===== config.mk =====
export PLATFORM = sky130hd
export DESIGN_NAME = prep_ctrl_sequencer
export DESIGN_NICKNAME = d
export VERILOG_FILES = /design/src/rtl/prep_ctrl_pkg.sv /design/src/rtl/prep_ctrl_decode.sv /design/src/rtl/prep_ctrl_sequencer.sv
export SDC_FILE = /design/constraint.sdc
export NUM_CORES = 1
export LEC_CHECK = 0
export CAP_MARGIN = 15
export CELL_PAD_IN_SITES_DETAIL_PLACEMENT = 0
export CELL_PAD_IN_SITES_GLOBAL_PLACEMENT = 1
export CORE_ASPECT_RATIO = 0.8
export CORE_MARGIN = 5
export CORE_UTILIZATION = 34
export DETAILED_ROUTE_END_ITERATION = 8
export PLACE_DENSITY_LB_ADDON = 0.1
export SYNTH_ARGS = -nofsm -noshare
export SYNTH_HDL_FRONTEND = slang
export SYNTH_HIERARCHICAL = 1
export SYNTH_SLANG_ARGS = --single-unit

===== constraint.sdc =====
create_clock -name clk -period 3.14 [get_ports clk]
set_clock_uncertainty 0.05 [all_clocks]
set_input_delay 0.314 -clock clk [delete_from_list [all_inputs] [get_ports clk]]
set_output_delay 0.314 -clock clk [all_outputs]
set_load 0.1 [all_outputs]

===== src/rtl/prep_ctrl_pkg.sv =====
// Shared opcodes, ALU operation codes and the control bundle for the PREP
// prefix sequencer.
package prep_ctrl_pkg;

  localparam int unsigned OPC_W = 3;
  localparam int unsigned ALU_W = 3;

  // Base-mode opcodes
  localparam logic [OPC_W-1:0] OP_PREP   = 3'b000;
  localparam logic [OPC_W-1:0] OP_INCDEC = 3'b001;
  localparam logic [OPC_W-1:0] OP_XOR    = 3'b010;
  localparam logic [OPC_W-1:0] OP_XORR   = 3'b011;
  localparam logic [OPC_W-1:0] OP_SLL    = 3'b100;
  localparam logic [OPC_W-1:0] OP_SRL    = 3'b101;

  // Prefix-mode opcodes share encodings with the base set
  localparam logic [OPC_W-1:0] OP_ANDI   = 3'b000;
  localparam logic [OPC_W-1:0] OP_BEQ    = 3'b001;
  localparam logic [OPC_W-1:0] OP_LW     = 3'b010;
  localparam logic [OPC_W-1:0] OP_SW     = 3'b011;
  localparam logic [OPC_W-1:0] OP_SAVE   = 3'b100;
  localparam logic [OPC_W-1:0] OP_PSFT   = 3'b101;

  typedef enum logic [ALU_W-1:0] {
    ALU_ADD  = 3'b000,
    ALU_SUB  = 3'b001,
    ALU_XOR  = 3'b010,
    ALU_RXOR = 3'b011,
    ALU_SLL  = 3'b100,
    ALU_SRL  = 3'b101,
    ALU_AND  = 3'b110,
    ALU_PASS = 3'b111
  } alu_op_e;

  localparam alu_op_e ALU_INC = ALU_ADD;
  localparam alu_op_e ALU_DEC = ALU_SUB;

  typedef struct packed {
    logic    wprep;
    logic    rprep;
    logic    we;
    logic    dw;
    logic    dr;
    alu_op_e alu_op;
  } ctrl_t;

  localparam ctrl_t CTRL_IDLE = '{wprep: 1'b0, rprep: 1'b0, we: 1'b0,
                                  dw: 1'b0, dr: 1'b0, alu_op: ALU_ADD};

endpackage


===== src/rtl/prep_ctrl_decode.sv =====
// Combinational instruction decode: {prefix_active, opcode, lastBit} to
// control bundle plus PSFT / illegal flags.
module prep_ctrl_decode
  import prep_ctrl_pkg::*;
#(
  parameter int unsigned OPCODE_W = 3
) (
  input  logic                prefix_active_i,
  input  logic [OPCODE_W-1:0] opcode_i,
  input  logic                last_bit_i,
  output ctrl_t               ctrl_o,
  output logic                is_psft_o,
  output logic                is_illegal_o
);

  always_comb begin
    ctrl_o       = CTRL_IDLE;
    is_psft_o    = 1'b0;
    is_illegal_o = 1'b0;
    if (!prefix_active_i) begin
      case (opcode_i)
        OPCODE_W'(OP_PREP): begin
          ctrl_o.wprep = 1'b1;
          ctrl_o.we    = 1'b1;
        end
        OPCODE_W'(OP_INCDEC): begin
          ctrl_o.we     = 1'b1;
          ctrl_o.alu_op = last_bit_i ? ALU_INC : ALU_DEC;
        end
        OPCODE_W'(OP_XOR): begin
          ctrl_o.we     = 1'b1;
          ctrl_o.alu_op = ALU_XOR;
        end
        OPCODE_W'(OP_XORR): begin
          ctrl_o.we     = 1'b1;
          ctrl_o.alu_op = ALU_RXOR;
        end
        OPCODE_W'(OP_SLL): begin
          ctrl_o.we     = 1'b1;
          ctrl_o.alu_op = ALU_SLL;
        end
        OPCODE_W'(OP_SRL): begin
          ctrl_o.we     = 1'b1;
          ctrl_o.alu_op = ALU_SRL;
        end
        default: is_illegal_o = 1'b1;
      endcase
    end else begin
      // Every legal prefixed instruction consumes the prep register
      ctrl_o.rprep = 1'b1;
      case (opcode_i)
        OPCODE_W'(OP_ANDI): begin
          ctrl_o.we     = 1'b1;
          ctrl_o.alu_op = ALU_AND;
        end
        OPCODE_W'(OP_BEQ): begin
          ctrl_o.alu_op = ALU_XOR;
        end
        OPCODE_W'(OP_LW): begin
          ctrl_o.we     = 1'b1;
          ctrl_o.dr     = 1'b1;
          ctrl_o.alu_op = ALU_ADD;
        end
        OPCODE_W'(OP_SW): begin
          ctrl_o.dw     = 1'b1;
          ctrl_o.alu_op = ALU_ADD;
        end
        OPCODE_W'(OP_SAVE): begin
          ctrl_o.we     = 1'b1;
          ctrl_o.alu_op = ALU_PASS;
        end
        OPCODE_W'(OP_PSFT): begin
          ctrl_o.wprep  = 1'b1;
          ctrl_o.we     = 1'b1;
          ctrl_o.alu_op = ALU_SLL;
          is_psft_o     = 1'b1;
        end
        default: begin
          ctrl_o.rprep = 1'b0;
          is_illegal_o = 1'b1;
        end
      endcase
    end
  end

endmodule


===== src/rtl/prep_ctrl_sequencer.sv =====
// Multi-level PREP/PSFT prefix sequencer: zero-latency control decode with
// prefix level, accumulated immediate and sticky illegal-opcode flag.
module prep_ctrl_sequencer
  import prep_ctrl_pkg::*;
#(
  parameter int unsigned OPCODE_W   = 3,
  parameter int unsigned IMM_W      = 5,
  parameter int unsigned PREP_DEPTH = 2,
  parameter int unsigned ALUOP_W    = 3
) (
  input  logic                              clk,
  input  logic                              reset,
  input  logic                              instr_valid_i,
  input  logic                              stall_i,
  input  logic [OPCODE_W+IMM_W-1:0]         instr_i,
  input  logic                              err_clear_i,
  output logic                              write_prep_reg_o,
  output logic                              read_prep_reg_o,
  output logic                              write_enabled_o,
  output logic                              data_write_o,
  output logic                              data_read_o,
  output logic [ALUOP_W-1:0]                alu_op_o,
  output logic [PREP_DEPTH*IMM_W-1:0]       prep_imm_o,
  output logic [$clog2(PREP_DEPTH+1)-1:0]   prep_level_o,
  output logic                              illegal_o,
  output logic                              err_sticky_o
);

  localparam int unsigned PW    = PREP_DEPTH * IMM_W;
  localparam int unsigned LVL_W = $clog2(PREP_DEPTH + 1);

  logic [LVL_W-1:0]    level_q, level_d;
  logic [PW-1:0]       imm_q, imm_d;
  logic                err_q, err_d;

  logic [OPCODE_W-1:0] opcode_c;
  logic [IMM_W-1:0]    imm_c;
  logic                fire_c;
  logic                prefix_c;
  logic                overflow_c;
  logic                illegal_c;
  ctrl_t               dec_ctrl_c;
  ctrl_t               ctrl_c;
  logic                dec_psft_c;
  logic                dec_illegal_c;

  assign opcode_c = instr_i[OPCODE_W+IMM_W-1:IMM_W];
  assign imm_c    = instr_i[IMM_W-1:0];
  assign prefix_c = (level_q != '0);
  // Reset is folded into fire so control outputs read 0 while held in reset
  assign fire_c   = instr_valid_i & ~stall_i & reset;

  prep_ctrl_decode #(
    .OPCODE_W (OPCODE_W)
  ) u_decode (
    .prefix_active_i (prefix_c),
    .opcode_i        (opcode_c),
    .last_bit_i      (imm_c[0]),
    .ctrl_o          (dec_ctrl_c),
    .is_psft_o       (dec_psft_c),
    .is_illegal_o    (dec_illegal_c)
  );

  // A PSFT at full depth would overflow the prefix chain
  assign overflow_c = dec_psft_c & (level_q == LVL_W'(PREP_DEPTH));
  assign illegal_c  = fire_c & (dec_illegal_c | overflow_c);

  always_comb begin
    ctrl_c = CTRL_IDLE;
    if (fire_c && !illegal_c) begin
      ctrl_c = dec_ctrl_c;
    end
  end

  assign write_prep_reg_o = ctrl_c.wprep;
  assign read_prep_reg_o  = ctrl_c.rprep;
  assign write_enabled_o  = ctrl_c.we;
  assign data_write_o     = ctrl_c.dw;
  assign data_read_o      = ctrl_c.dr;
  assign alu_op_o         = ALUOP_W'(ctrl_c.alu_op);
  assign illegal_o        = illegal_c;
  assign prep_imm_o       = imm_q;
  assign prep_level_o     = level_q;
  assign err_sticky_o     = err_q;

  always_comb begin
    level_d = level_q;
    imm_d   = imm_q;
    err_d   = err_q;
    if (illegal_c) begin
      level_d = '0;
      imm_d   = '0;
    end else if (fire_c) begin
      if (!prefix_c) begin
        if (opcode_c == OPCODE_W'(OP_PREP)) begin
          level_d = LVL_W'(1);
          imm_d   = PW'(imm_c);
        end
      end else if (dec_psft_c) begin
        level_d = level_q + LVL_W'(1);
        imm_d   = (imm_q << IMM_W) | PW'(imm_c);
      end else begin
        level_d = '0;
        imm_d   = '0;
      end
    end
    // Set wins over a same-cycle clear
    if (illegal_c) begin
      err_d = 1'b1;
    end else if (err_clear_i) begin
      err_d = 1'b0;
    end
  end

  always_ff @(posedge clk or negedge reset) begin
    if (!reset) begin
      level_q <= '0;
      imm_q   <= '0;
      err_q   <= 1'b0;
    end else begin
      level_q <= level_d;
      imm_q   <= imm_d;
      err_q   <= err_d;
    end
  end

endmodule


==> results of run 1 <==
[cells by family after synthesis]
logic type,count (synthesis)
compound gates,24
xor+xnor,1
fa+ha+maj,7
buf+inv,10
flops,13
mux,2
simple gates,32
[worst max path at each step]
stage | end | slack, ns | cells after the start | start
2_1_floorplan | alu_op_o[2] | 0.08 | 8 | prep_level_o[0]
3_3_place_gp | alu_op_o[0] | 0.45 | 7 | instr_i[7]
3_5_place_dp | write_enabled_o | 0.44 | 6 | instr_i[6]
4_1_cts | alu_op_o[1] | 0.25 | 9 | prep_level_o[0]
5_1_grt | write_prep_reg_o | 0.03 | 9 | prep_level_o[0]
6_report | write_prep_reg_o | 0.36 | 9 | prep_level_o[0]
[final cells by class]
class	count	area (sq um)	area share [%]
clock buffers	4	26.3	1.88
inverters	6	22.5	1.61
multi-input cells	66	537	38.4
flip-flops and latches	13	325	23.3
well taps	36	45.0	3.22
repair buffers	36	443	31.7
[flip-flops by register name, indices dropped and copies added, names as in the netlist]
register	count
prep_imm_o	10
err_sticky_o	1
prep_level_o	2
[worst max-delay path: cells and delay by family, from the launching register on]
kind                     cells  cell delay, ns
AND/OR/NAND/NOR              4            0.77
buffers and inverters        3            0.49
flip-flops                   1            0.40
AO/OA/AOI/OAI                1            0.25
adder cells (fa/ha/maj)      1            0.23
[Yosys cell counts]
master / instances
a21o_1: 1
ha_1: 7
a211oi_4: 1
o2bb2ai_1: 1
or4b_4: 1
nand2b_1: 1
nor2b_1: 1
nor3b_1: 2
or4_4: 1
mux2i_1: 2
nand2_1: 3
o21ai_2: 1
a21oi_1: 5
nor4b_1: 1
nand2_4: 1
nand3b_4: 1
dfrtp_1: 13
nand2b_2: 1
nor3_1: 3
a22o_1: 11
nand3_1: 1
or3_1: 2
buf_6: 3
o21ai_0: 2
and2_1: 8
nor2_1: 5
inv_1: 6
xor2_1: 1
a31o_1: 1
o22ai_1: 1
buf_2: 1
[metal layers]
layer  wire [microns]  share of wire [%]  GRT usage, %
met2              967                 46          18.4
met4                0                  0          1.70
met3              145                6.8          5.66
met5                0                  0             0
met1             1010                 48          16.5
[metrics by stage]
| stage | hold WS, ns | cell area, sq um | util (%) |
|---|---|---|---|
| 2_1_floorplan | -0.0316 | 918 | - |
| 3_3_place_gp | 0.441 | 1370 | 54.7 |
| 3_5_place_dp | 0.457 | 1370 | 54.7 |
| 6_report | 0.399 | 1400 | 55.9 |
| 5_1_grt | 0.407 | 1400 | 55.9 |
| 4_1_cts | 0.401 | 1390 | 55.7 |
[power by group]
| group | total [uW] | leakage (uW) | internal (uW) | switching (uW) |
|---|---|---|---|---|
| registers | 184 | 0.000179 | 177 | 7.29 |
| clock network | 103 | 0.0000150 | 49.2 | 54.1 |
| logic | 231 | 0.000419 | 75.3 | 155 |
[what timing repair did]
item | in CTS | in global routing
gates resized for setup | 0 | 1
hold buffers | 0 | 0
setup endpoints to repair | 0 | 5
==> key figures, run 1 <==
Timing
  – Maximum clock rate: 0.359 GHz
  – Setup TNS Final: 0 ns
  – Hold Vio Cnt, Final: 0
  – Least-Margin Pin Slew: 0.970 ns
  – Final max-slew violation count: 0
  – RSZ-0062 raised after global routing: false
  – Final setup violating endpoints: 0
  – Final worst path period share: 88.6%
  – Max-slew headroom: 35.1%
  – Setup ws final: 0.356 ns
  – Tmin final: 2.78 ns

Detailed routing
  – WL/cell: 13.2 microns
  – DR pass1 iterations: 4
  – Final ANT Viol Nets: 0
  – Vias: 791
  – Vias per cell: 4.91
  – Iter 0 DRT Violations: 40
  – Final WL: 2.13 mm
  – DRC: 0

Setup path
  – Register-to-register setup slack: 0.75 ns
  – Critical R2R Launch: prep_level_o[0]
  – Most frequent cell on the critical path: inv_1
  – Crit path required time: 2.78 ns
  – CP max stage cell: dfrtp_1
  – Crit-path max FO: 11
  – Critical path cell sequence: inv_1, ha_1, inv_1, nand2_4, nor3b_2, a21o_1, nor2_1, and2_1, buf_12
  – Worst r2r path cells: 8
  – Critical path arrival: 2.42 ns
  – Crit. End Element: output port
  – WS Path Type: reg2out
  – Reg2reg end: prep_imm_o[9]
  – Critical path launch point type: register
  – Slowest stage delay, CP: 0.40 ns

Placement
  – GPL Wtd Cong: 0.734
  – Dpl hpwl: 1.68 mm
  – # port buffers: 34
  – Dpl cells: 157
  – Pre-CTS setup slack: 0.439 ns

Synthesis
  – Mux contribution to synthesized area: 2.20%
  – Yosys reg bits: 13
  – Syn avg cell area: 10.2 sq um
  – Post-Syn Area: 908 sq um
  – Simple-gate portion of the synthesized area: 23.6%
  – Compound-Gate Fraction of Synth Area: 21.1%
  – Synth Area in XOR/XNOR: 0.964%
  – Synth top area share: 35.8%
  – Top cells by area, synth: dfrtp_1 36%, a22o_1 11%, ha_1 9.6%, and2_1 5.5%, buf_6 3.7%
  – Post-Synth Adder-Cell Area: 9.64%
  – Synth warn: 6
  – Syn_nets: 109
  – Sequential share of the synthesized area: 35.8%
  – Synthesized instance count: 89
  – Synth area leader: dfrtp_1
  – Synth unique cells: 31
  – Largest family of logic cells by synthesized area: simple AND/OR/NAND/NOR gates

Clock network
  – Clk root buf: clkbuf_4
  – Worst-path clk slew: 0.08 ns
  – Htree depth: 1
  – Worst-skew pair later-pin latency: 0.27 ns
  – Post-CTS Setup Repair Bufs: 0
  – Cts bufs inserted: 3
  – Clock Tree Buf Depth: 2
  – TritonCTS clock tree: done
  – CTS Sinks: 13

Global route
  – First-pass GRT wire length: 3.62 mm
  – Overflow after GRT: 0
  – Largest net degree at the start of global routing: 14
  – GRT Overall Usage: 12.3%
  – Vias in the first global route: 775
  – Initial antenna violation count: 0

Pwr
  – Post-layout total power: 518 uW
  – LEAKAGE: 0.000614 uW
  – Peak supply drop: 301 uV
  – Pwr Density: 370 mW/mm^2

Die
  – Placeable Area: 0.00250 sq mm
  – Initial Util: 36.3%
  – IO Count: 35
  – Die area: 0.00381 sq mm
  – Die Width: 67.8 microns
  – Die height: 56.2 microns
  – Row cnt: 16

Final layout
  – Final cell count without fillers: 161
  – Fill cells: 233
  – Number of diodes: 0
  – Share of cells above drive strength 1: 20.8%
  – Commonest cells after routing, fill and taps aside: 24 x clkdlybuf4s50_1, 13 x dfrtp_1, 11 x a22o_1, 9 x buf_12, 7 x ha_1
  – Final net count: 146
  – Most common cell after layout, fill and taps aside: clkdlybuf4s50_1
  – Layout area overhead: 54.0%

Min path
  – Worst hold path class: in2async

Run
  – MaxCap Viol Count: 0

Run status
  – Outcome: finished clean
(Power assumes the default switching activity.)
==> run 2, diff against run 1 <==
Settings changed: CELL_PAD_IN_SITES_DETAIL_PLACEMENT 0 to 1, CELL_PAD_IN_SITES_GLOBAL_PLACEMENT 1 to 2, CORE_UTILIZATION 34 to 27.
==> run 2 against run 1 <==
  * Via count increased by 2.7%
  * First-iteration DRC count decreased by 7.5%
  * Combinational power increased by 2%
  * Worst hold slack improved by 0.027 ns
==> key figures, run 2 (synthesis results as in run 1) <==
Run status
  – Outcome: finished clean (unchanged)

Timing
  – Maximum clock rate: 0.364 GHz (was 0.359 GHz)
  – RSZ-0062 raised after global routing: false (unchanged)
  – Final worst path period share: 87.5% (was 88.6%)
  – Final setup violating endpoints: 0 (unchanged)
  – Tmin final: 2.75 ns (was 2.78 ns)
  – Hold Vio Cnt, Final: 0 (unchanged)
  – Final max-slew violation count: 0 (unchanged)
  – Least-Margin Pin Slew: 0.979 ns (was 0.970 ns)
  – Max-slew headroom: 34.5% (was 35.1%)
  – Setup TNS Final: 0 ns (unchanged)

Die
  – Placeable Area: 0.00315 sq mm (was 0.00250 sq mm)
  – IO Count: 35 (unchanged)
  – Die Width: 74.9 microns (was 67.8 microns)
  – Row cnt: 18 (was 16)
  – Die height: 61.9 microns (was 56.2 microns)
  – Die area: 0.00463 sq mm (was 0.00381 sq mm)
  – Initial Util: 28.8% (was 36.3%)

Global route
  – Largest net degree at the start of global routing: 14 (unchanged)
  – First-pass GRT wire length: 4.25 mm (was 3.62 mm)
  – Overflow after GRT: 0 (unchanged)
  – Initial antenna violation count: 0 (unchanged)
  – Vias in the first global route: 852 (was 775)
  – GRT Overall Usage: 12.1% (was 12.3%)

Pwr
  – LEAKAGE: 0.000626 uW (was 0.000614 uW)
  – Pwr Density: 400 mW/mm^2 (was 370 mW/mm^2)
  – Post-layout total power: 573 uW (was 518 uW)
  – Peak supply drop: 280 uV (was 301 uV)

Placement
  – # port buffers: 34 (unchanged)
  – GPL Wtd Cong: 0.726 (was 0.734)
  – Dpl hpwl: 2.04 mm (was 1.68 mm)

Final layout
  – Most common cell after layout, fill and taps aside: clkdlybuf4s50_1 (unchanged)
  – Final net count: 147 (was 146)
  – Layout area overhead: 57.7% (was 54.0%)
  – Number of diodes: 0 (unchanged)
  – Share of cells above drive strength 1: 22.2% (was 20.8%)
  – Layout Utilization: 45.4% (was 55.9%)
  – Max FFs per register: 10 (unchanged)
  – Commonest cells after routing, fill and taps aside: 24 x clkdlybuf4s50_1, 13 x dfrtp_1, 11 x a22o_1, 9 x buf_12, 7 x ha_1 (unchanged)

Detailed routing
  – Iter 0 DRT Violations: 37 (was 40)
  – WL/cell: 15.6 microns (was 13.2 microns)
  – Final ANT Viol Nets: 0 (unchanged)
  – Final WL: 2.58 mm (was 2.13 mm)
  – DRC: 0 (unchanged)
  – DR pass1 iterations: 3 (was 4)
  – Vias: 812 (was 791)
  – Vias per cell: 4.89 (was 4.91)

Setup path
  – Register-to-register setup slack: 0.65 ns (was 0.75 ns)
  – Crit. End Element: output port (unchanged)
  – Critical path arrival: 2.38 ns (was 2.42 ns)
  – Critical R2R Launch: prep_level_o[0] (unchanged)
  – Worst r2r path cells: 8 (unchanged)
  – Reg2reg end: prep_imm_o[6] (was prep_imm_o[9])
  – WS Path Type: reg2out (unchanged)
  – Crit path required time: 2.78 ns (about the same)
  – Critical path launch point type: register (unchanged)
  – Crit-path max FO: 11 (unchanged)

Clock network
  – Worst-skew pair later-pin latency: 0.25 ns (was 0.27 ns)
  – Worst-path clk slew: 0.06 ns (was 0.08 ns)
  – TritonCTS clock tree: done (unchanged)
  – Clk root buf: clkbuf_8 (was clkbuf_4)
  – Cts bufs inserted: 3 (unchanged)
  – CTS Sinks: 13 (unchanged)
  – Clock Tree Buf Depth: 2 (unchanged)
  – # hold bufs at CTS: 0 (unchanged)
  – Htree depth: 1 (unchanged)

Min path
  – Worst hold path class: in2async (unchanged)

Run
  – MaxCap Viol Count: 0 (unchanged)
[run 2: how the worst max path moves through the flow]
| stage | start | to | slack, ns |
|---|---|---|---|
| 3_3_place_gp | instr_i[6] | alu_op_o[2] | 0.38 |
| 6_report | prep_level_o[0] | alu_op_o[1] | 0.39 |
| 4_1_cts | prep_level_o[0] | alu_op_o[1] | 0.15 |
| 2_1_floorplan | prep_level_o[0] | alu_op_o[2] | 0.08 |
| 5_1_grt | prep_level_o[0] | alu_op_o[1] | 0.14 |
| 3_5_place_dp | instr_i[6] | alu_op_o[1] | 0.32 |
[run 2: cell type report]
class,instances,area [sq um]
fill,362,1720
timing repair buffer,37,450
sequential,13,325
multi-input combinational,66,539
inverter,6,22.5
tap,40,50.0
clock buffer,4,45.0
[run 2: repair_timing]
| item | CTS | global route |
|---|---|---|
| buffers inserted | 0 | 0 |
| gates resized for setup | 0 | 2 |
| setup endpoints to repair | 0 | 8 |
[run 2: power breakdown]
part           switching (uW)  leakage (uW)  total [uW]  internal (uW)
Clock                    63.4     0.0000228         153           89.8
Combinational             159      0.000424         235           76.2
Sequential               8.03      0.000179         185            177
[run 2: worst max-delay path, stage by stage (launching register included)]
cell	delay, ns
dfrtp_1	0.38
inv_1	0.09
ha_1	0.25
inv_1	0.30
nand2_4	0.08
nor3b_2	0.26
a21o_1	0.26
nor2_2	0.11
and2_2	0.23
buf_12	0.16
[run 2: per-stage QoR]
stage	cells	setup WS, ns	instance area (sq um)	hold WS (ns)
floorplan	89	0.0772	918	-0.0316
global placement	162	0.383	1380	0.441
detailed placement	162	0.320	1380	0.464
CTS	166	0.150	1430	0.439
global route	166	0.138	1430	0.458
finish	166	0.394	1430	0.426
[run 2: routing by layer]
layer,vias to the layer above,wire [microns],global-route usage [%]
met1,396,1200,16.7
met5,-,0,0
li1,394,-,-
met4,0,0,0
met3,0,178,4.82
met2,22,1210,19.2
==> run 3, diff against run 2 <==
Settings changed: CELL_PAD_IN_SITES_DETAIL_PLACEMENT 1 to not set, CELL_PAD_IN_SITES_GLOBAL_PLACEMENT 2 to not set, CORE_UTILIZATION 27 to 45, PLACE_DENSITY set to 0.82, PLACE_DENSITY_LB_ADDON 0.1 to not set.
==> run 3 against run 2 <==
  * Critical path depth is the same
  * Sequential share of layout area increased by 0.76 points
  * Combinational power about the same
  * Clock-buffer cell count is the same
  * Setup slack got worse by 0.059 ns
  * Fmax decreased by 2.1%
  * Sequential power is essentially flat
  * Global-route usage rose by 3.2 points
  * Worst hold slack worse by 0.13 ns
  * Critical path type unchanged
  * Largest power group unchanged
  * Highest routed layer is now met4
==> key figures, run 3 (synthesis results as in run 1) <==
Pwr
  – Peak supply drop: 377 uV (was 280 uV)
  – Post-layout total power: 518 uW (was 573 uW)
  – Pwr Density: 374 mW/mm^2 (was 400 mW/mm^2)
  – LEAKAGE: 0.000612 uW (was 0.000626 uW)

Timing
  – Setup TNS Final: 0 ns (unchanged)
  – Final worst path period share: 89.3% (was 87.5%)
  – Tmin final: 2.81 ns (was 2.75 ns)
  – Final max-slew violation count: 0 (unchanged)
  – Hold Vio Cnt, Final: 0 (unchanged)
  – Max-slew headroom: 34.0% (was 34.5%)
  – Maximum clock rate: 0.356 GHz (was 0.364 GHz)
  – Final setup violating endpoints: 0 (unchanged)
  – RSZ-0062 raised after global routing: false (unchanged)
  – Setup ws final: 0.335 ns (was 0.394 ns)
  – Least-Margin Pin Slew: 0.987 ns (was 0.979 ns)
  – Hold slack: 0.293 ns (was 0.426 ns)

Setup path
  – Crit-path max FO: 11 (unchanged)
  – Critical path arrival: 2.44 ns (was 2.38 ns)
  – Slowest stage delay, CP: 0.41 ns (was 0.38 ns)
  – Critical path cell sequence: inv_1, ha_1, inv_1, nand2_4, nor3b_2, a21o_1, nor2_1, and2_1, buf_12 (was inv_1, ha_1, inv_1, nand2_4, nor3b_2, a21o_1, nor2_2, and2_2, buf_12)
  – CP max stage cell: dfrtp_1 (unchanged)
  – Most frequent cell on the critical path: inv_1 (unchanged)
  – Crit path required time: 2.78 ns (about the same)
  – WS Path Type: reg2out (unchanged)
  – Critical path launch point type: register (unchanged)
  – Crit. End Element: output port (unchanged)

Placement
  – Dpl hpwl: 1.69 mm (was 2.04 mm)
  – # port buffers: 34 (unchanged)
  – Post-placement cell area: 0.00136 sq mm (was 0.00138 sq mm)
  – Pre-CTS setup slack: 0.361 ns (was 0.320 ns)
  – GPL Wtd Cong: 0.874 (was 0.726)

Detailed routing
  – DRC: 0 (unchanged)
  – Iter 0 DRT Violations: 13 (was 37)
  – WL/cell: 14.2 microns (was 15.6 microns)
  – Final WL: 2.12 mm (was 2.58 mm)
  – Final ANT Viol Nets: 0 (unchanged)
  – Vias per cell: 5.33 (was 4.89)
  – Vias: 794 (was 812)
  – DR pass1 iterations: 4 (was 3)

Die
  – Row cnt: 14 (was 18)
  – Initial Util: 47.6% (was 28.8%)
  – IO Count: 35 (unchanged)
  – Die area: 0.00302 sq mm (was 0.00463 sq mm)
  – Die height: 50.2 microns (was 61.9 microns)
  – Placeable Area: 0.00191 sq mm (was 0.00315 sq mm)
  – Die Width: 60.2 microns (was 74.9 microns)

Global route
  – Initial antenna violation count: 0 (unchanged)
  – GRT Overall Usage: 15.3% (was 12.1%)
  – Vias in the first global route: 757 (was 852)
  – Largest net degree at the start of global routing: 16 (was 14)
  – Overflow after GRT: 0 (unchanged)
  – First-pass GRT wire length: 3.59 mm (was 4.25 mm)

Clock network
  – Worst-path clk slew: 0.08 ns (was 0.06 ns)
  – TritonCTS clock tree: done (unchanged)
  – Htree depth: 1 (unchanged)
  – Post-CTS Setup Repair Bufs: 0 (unchanged)
  – Worst-skew pair later-pin latency: 0.27 ns (was 0.25 ns)
  – CTS Sinks: 13 (unchanged)
  – Cts bufs inserted: 3 (unchanged)
  – Clock Tree Buf Depth: 2 (unchanged)
  – Clk root buf: clkbuf_4 (was clkbuf_8)

Final layout
  – Layout area overhead: 52.6% (was 57.7%)
  – Max FFs per register: 10 (unchanged)
  – Share of cells above drive strength 1: 20.0% (was 22.2%)
  – Design area: 0.00139 sq mm (was 0.00143 sq mm)
  – Most common cell after layout, fill and taps aside: clkdlybuf4s50_1 (unchanged)
  – Number of diodes: 0 (unchanged)
  – Commonest cells after routing, fill and taps aside: 25 x clkdlybuf4s50_1, 13 x dfrtp_1, 11 x a22o_1, 9 x buf_12, 7 x ha_1 (was 24 x clkdlybuf4s50_1, 13 x dfrtp_1, 11 x a22o_1, 9 x buf_12, 7 x ha_1)
  – Final net count: 146 (was 147)

Run status
  – Outcome: finished clean (unchanged)

Run
  – MaxCap Viol Count: 0 (unchanged)

Min path
  – Worst hold path class: in2async (unchanged)
## run 3: cell types whose count changed in the layout (fill, tap and decap cells not counted), sizes merged
cell and delta:
buf -2, clkdlybuf4s50 +1
## run 3: final cells by class
type,count,area [sq um]
tap,24,30.0
multi-input combinational,66,537
sequential,13,325
inverter,6,22.5
clock buffer,4,26.3
timing repair buffer,36,445
fill,133,523
## run 3: through the flow
step           instances  utilization (%)
6_report             149             72.6
4_1_cts              149             72.3
3_3_place_gp         145             71.0
3_5_place_dp         145             71.0
5_1_grt              149             72.6
2_1_floorplan         89                -
## run 3: repair_timing
item / CTS / global route
hold buffers: 0 / 0
endpoints found under the setup margin: 0 / 8
resized for setup: 0 / 1
## run 3: worst max-delay path, delay by kind of cell (launching register included)
family / cells / cell delay [ns]
adder cells (fa/ha/maj): 1 / 0.25
flip-flops: 1 / 0.41
AO/OA/AOI/OAI: 1 / 0.25
AND/OR/NAND/NOR: 4 / 0.77
buffers and inverters: 3 / 0.51
## run 3: where the power goes
group	switching [uW]	internal, uW	total (uW)
combinational	157	74.5	232
sequential	8.31	177	185
clock	51.5	49.2	101
## run 3: worst paths after layout
path | start | to | slack [ns] | cells past startpoint
hold / removal | reset | prep_imm_o[9] | 0.29 | 2
min in group clk | prep_imm_o[9] | prep_imm_o[9] | 0.46 | 1
max in group asynchronous | reset | prep_imm_o[3] | 2.57 | 2
hold reg to reg | prep_imm_o[9] | prep_imm_o[9] | 0.46 | 1
setup / recovery | prep_level_o[0] | read_prep_reg_o | 0.33 | 9
setup reg to reg | prep_level_o[0] | prep_imm_o[5] | 0.70 | 8
## run 3: metal layers
layer	up-vias	part of all wire, %	global-route usage (%)	wire [microns]
met5	-	0	0	0
met1	377	46	21.1	972
met2	23	48	23.6	1010
met4	0	1.2	3.69	25
met3	4	5.0	4.36	107
li1	390	-	-	-
==> RTL change 1: new RTL, config.mk and constraints of run 2 <==
`imm_q` no longer has a reset.
--- a/src/rtl/prep_ctrl_sequencer.sv
+++ b/src/rtl/prep_ctrl_sequencer.sv
@@ -116,13 +116,15 @@
     if (!reset) begin
       level_q <= '0;
-      imm_q   <= '0;
       err_q   <= 1'b0;
     end else begin
       level_q <= level_d;
-      imm_q   <= imm_d;
       err_q   <= err_d;
     end
   end
 
+  always_ff @(posedge clk) begin
+    imm_q <= imm_d;
+  end
+
 endmodule
 
Function: differs if reset is asserted again (counterexample within 4 cycles, from zero or initial values and one cycle with reset low); with reset held inactive, the same outputs for 10 cycles.
==> RTL change 1 against run 2 <==
Area after synthesis shrank 5.9%. Critical endpoint is now alu_op_o[0]. Worst hold slack lost 200 ps. Synthesized cell count is the same. Register-to-register slack is essentially flat. Final area shrank 4.2%. Wire length shrank 4.3%. Worst setup slack lost 66 ps. Sequential cell count is the same. Power shrank 0.84%.
==> RTL change 1: results (changes against run 2) <==
status=complete, no violations (unchanged); Port Buf Inserts=34 (unchanged); worst vdd ir=0.329 mV (was 0.280 mV); vias in the first global route=832 (was 852); Worst EP arrival=2450 ps (was 2380 ps); largest net degree at the start of global routing=14 (unchanged); Compound-Gate Fraction of Synth Area=22.4% (was 21.1%); Mapped Nets=109 (unchanged); worst skew pair latency=around 240 ps; final cell count without fillers=166 (unchanged); sequential fraction of the synthesis area=32.2% (was 35.8%); top cells by area, synth=dfxtp_1 (23%), a22o_1 (11%), ha_1 (10%), dfrtp_1 (8.8%), and2_1 (5.9%) (was dfrtp_1 (36%), a22o_1 (11%), ha_1 (9.6%), and2_1 (5.5%), buf_6 (3.7%)); Vias=792 (was 812); Final #Nets=147 (unchanged); HPWL after DPL=2000 µm (was 2040 µm); slew margin rel.=34.1% (was 34.5%); clock transition at the registers of the reported paths=50 ps; post-synthesis adder-cell area fraction=10.2% (was 9.64%); dpl ws=276 ps (was 320 ps); P_leak=0.563 nW (was 0.626 nW); # fillers=369 (was 362); CP max FO=9 (was 11); Post-synth ARST share=23.1% (was 100%); wire per inst=14.9 µm (was 15.6 µm); DR iter-0 viols=22 (was 37); xor-xnor portion of the synthesized cell area=1.02% (was 0.964%); proportion of synthesized area in mux cells=2.34% (was 2.20%); first-pass GRT wire length=4060 µm (was 4250 µm); Placed Area=0.00133 mm² (was 0.00138 mm²); GRT Overall Usage=12.3% (was 12.1%); top cells by count, synth=a22o_1 (11), dfxtp_1 (10), and2_1 (8) (was dfrtp_1 (13), a22o_1 (11), and2_1 (8)); GPL Wtd Cong=0.688 (was 0.726); Netlist cell types=34 (was 31)
## RTL change 1: logic make-up after synthesis
kind of cell / count (synthesis)
AO/OA/AOI/OAI: 24
XOR/XNOR: 1
adder cells (fa/ha/maj): 7
buffers and inverters: 10
flip-flops: 13
multiplexers: 2
AND/OR/NAND/NOR: 32
## RTL change 1: power by group
part | internal [mW] | leakage [nW] | total, mW | switching, mW
registers | 0.176 | 0.122 | 0.183 | 0.00754
clock network | 0.0876 | 0.0255 | 0.147 | 0.0595
logic | 0.0792 | 0.415 | 0.238 | 0.159
total | 0.342 | 0.563 | 0.568 | 0.226
## RTL change 1: metal layers
metal  up-vias  GRT usage, %  wire length (µm)
li1        393             -                 -
met1       375          14.6              1070
met2        22          20.7              1250
met3         2          5.38               138
met4         0          2.89                18
met5         -             0                 0
## RTL change 1: critical path, cell delays in order (launching register included)
cell and delay (ps):
dfrtp_1 370, inv_1 90, ha_1 270, inv_1 140, nand2_4 60, nor3b_1 430, a21o_1 290, nor2_1 160
and2_2 250, buf_12 160
## RTL change 1: worst paths after layout
| path | startpoint | end | slack (ps) | depth (start not counted) |
|---|---|---|---|---|
| setup / recovery | prep_level_o[0] | alu_op_o[0] | 330 | 9 |
| hold / removal | reset | prep_level_o[0] | 220 | 1 |
| setup reg to reg | prep_level_o[0] | prep_imm_o[9] | 650 | 8 |
| hold reg to reg | prep_imm_o[6] | prep_imm_o[6] | 430 | 1 |
| max in group asynchronous | reset | err_sticky_o | 2650 | 1 |
| min in group clk | prep_imm_o[6] | prep_imm_o[6] | 430 | 1 |
## RTL change 1: cell type report
cell class / instances / area (µm²) / area share, %
flip-flops and latches: 13 / 275 / 20.1
multi-input cells: 66 / 528 / 38.5
clock inverters: 1 / 5.00 / 0.365
clock buffers: 3 / 41.3 / 3.01
inverters: 6 / 22.5 / 1.64
repair buffers: 37 / 450 / 32.8
well taps: 40 / 50.0 / 3.65
==> RTL change 2: new RTL, flow settings as in run 2 <==
Made on the original files. `ALUOP_W`: 3 -> 6.
--- a/src/rtl/prep_ctrl_sequencer.sv
+++ b/src/rtl/prep_ctrl_sequencer.sv
@@ -7,5 +7,5 @@
   parameter int unsigned IMM_W      = 5,
   parameter int unsigned PREP_DEPTH = 2,
-  parameter int unsigned ALUOP_W    = 3
+  parameter int unsigned ALUOP_W    = 6
 ) (
   input  logic                              clk,
Interface: changed (resized alu_op_o); port bits go from 35 to 38. No check against the original RTL was run, so the function may have changed too.
==> RTL change 2 against run 2 <==
Combinational power up 6%. Critical path type unchanged. Largest power group unchanged. Highest routed layer is now met4. Area after synthesis up 2.9%. Sequential cell count unchanged. Sequential share of layout area down 0.12 points. Power up 0.97%. Via count down 2.3%. Wire length down 11%. Final area up 0.52%. Synthesized cell count up 4.5%. Maximum frequency down 7.8%. Worst setup slack worse by 230 ps.
==> RTL change 2: results (changes against run 2) <==
status=complete, no violations (unchanged); worst-path cell with the longest stage delay=nor3b_1 (was dfrtp_1); Worst EP arrival=2620 ps (was 2380 ps); met3 usage=4.18% (was 4.82%); Pre-antenna DRT Iters=4 (was 3); clock buffer depth=2 (unchanged); placed insts=167 (was 162); WL met2=1000 µm (was 1210 µm); first-pass GRT wire length=4060 µm (was 4250 µm); routing usage on met1=15.7% (was 16.7%); share of cells above drive strength 1=20.9% (was 22.2%); ANT cells=0 (unchanged); delay-heaviest family, CP=simple AND/OR/NAND/NOR gates (unchanged); Post-Syn Area per Cell=10.0 µm² (was 10.2 µm²); Largest register FFs=10 (unchanged); Compound-Gate Fraction of Synth Area=20.5% (was 21.1%); # fillers=389 (was 362); Netlist cell types=33 (was 31); P_leak=0.637 nW (was 0.626 nW); H-tree depth=1 (unchanged); sequential fraction of the synthesis area=34.8% (was 35.8%); proportion of synthesized area in mux cells=2.14% (was 2.20%); post-synthesis adder-cell area fraction=9.37% (was 9.64%); Final #Nets=150 (was 147); Via density=4.64 (was 4.89); clock transition at the registers of the reported paths=50 ps; GRT Overall Usage=10.9% (was 12.1%); GPL Wtd Cong=0.760 (was 0.726); top layer reached by signal wires=met4 (was met3); Placed Area=0.00139 mm² (was 0.00138 mm²); top cells by area, synth=dfrtp_1 (35%), a22o_1 (10%), ha_1 (9.4%), and2_1 (5.4%), buf_6 (3.6%) (was dfrtp_1 (36%), a22o_1 (11%), ha_1 (9.6%), and2_1 (5.5%), buf_6 (3.7%)); met2 Usage GRT=15.3% (was 19.2%); xor-xnor portion of the synthesized cell area=0.937% (was 0.964%); Post-CTS Setup Inserts=0 (unchanged); met3 routed WL=149 µm (was 178 µm); Vias=793 (was 812); HPWL after DPL=1860 µm (was 2040 µm); vias in the first global route=864 (was 852); GR Overflow Total=0 (unchanged); critical path's largest stage delay=470 ps (was 380 ps); worst vdd ir=0.318 mV (was 0.280 mV); DR iter-0 viols=29 (was 37); wire length on met1=1130 µm (was 1200 µm); dpl ws=411 ps (was 320 ps); final core occ=42.7% (was 45.4%); final WL=2290 µm (was 2580 µm); slew margin rel.=34.8% (was 34.5%)
-- RTL change 2: area by class of cell --
cell class	instances	area share, %
inverter	6	1.56
clock buffer	3	2.87
sequential	13	22.6
tap	42	3.65
timing repair buffer	37	31.3
multi-input combinational	69	37.7
clock inverter	1	0.348
-- RTL change 2: where the power goes --
group	switching [mW]	internal (mW)	total [mW]
logic	0.173	0.0757	0.248
clock network	0.0578	0.0875	0.145
registers	0.00772	0.177	0.185
total	0.238	0.341	0.579
-- RTL change 2: path summary, 6_finish.rpt --
path	startpoint	end	slack [ps]	cells after the start
setup / recovery	prep_level_o[0]	alu_op_o[1]	160	9
hold / removal	reset	prep_level_o[0]	430	2
setup reg to reg	prep_level_o[0]	prep_imm_o[8]	450	8
hold reg to reg	prep_imm_o[6]	prep_imm_o[6]	450	1
max in group asynchronous	reset	prep_imm_o[7]	2450	2
min in group clk	prep_imm_o[6]	prep_imm_o[6]	450	1
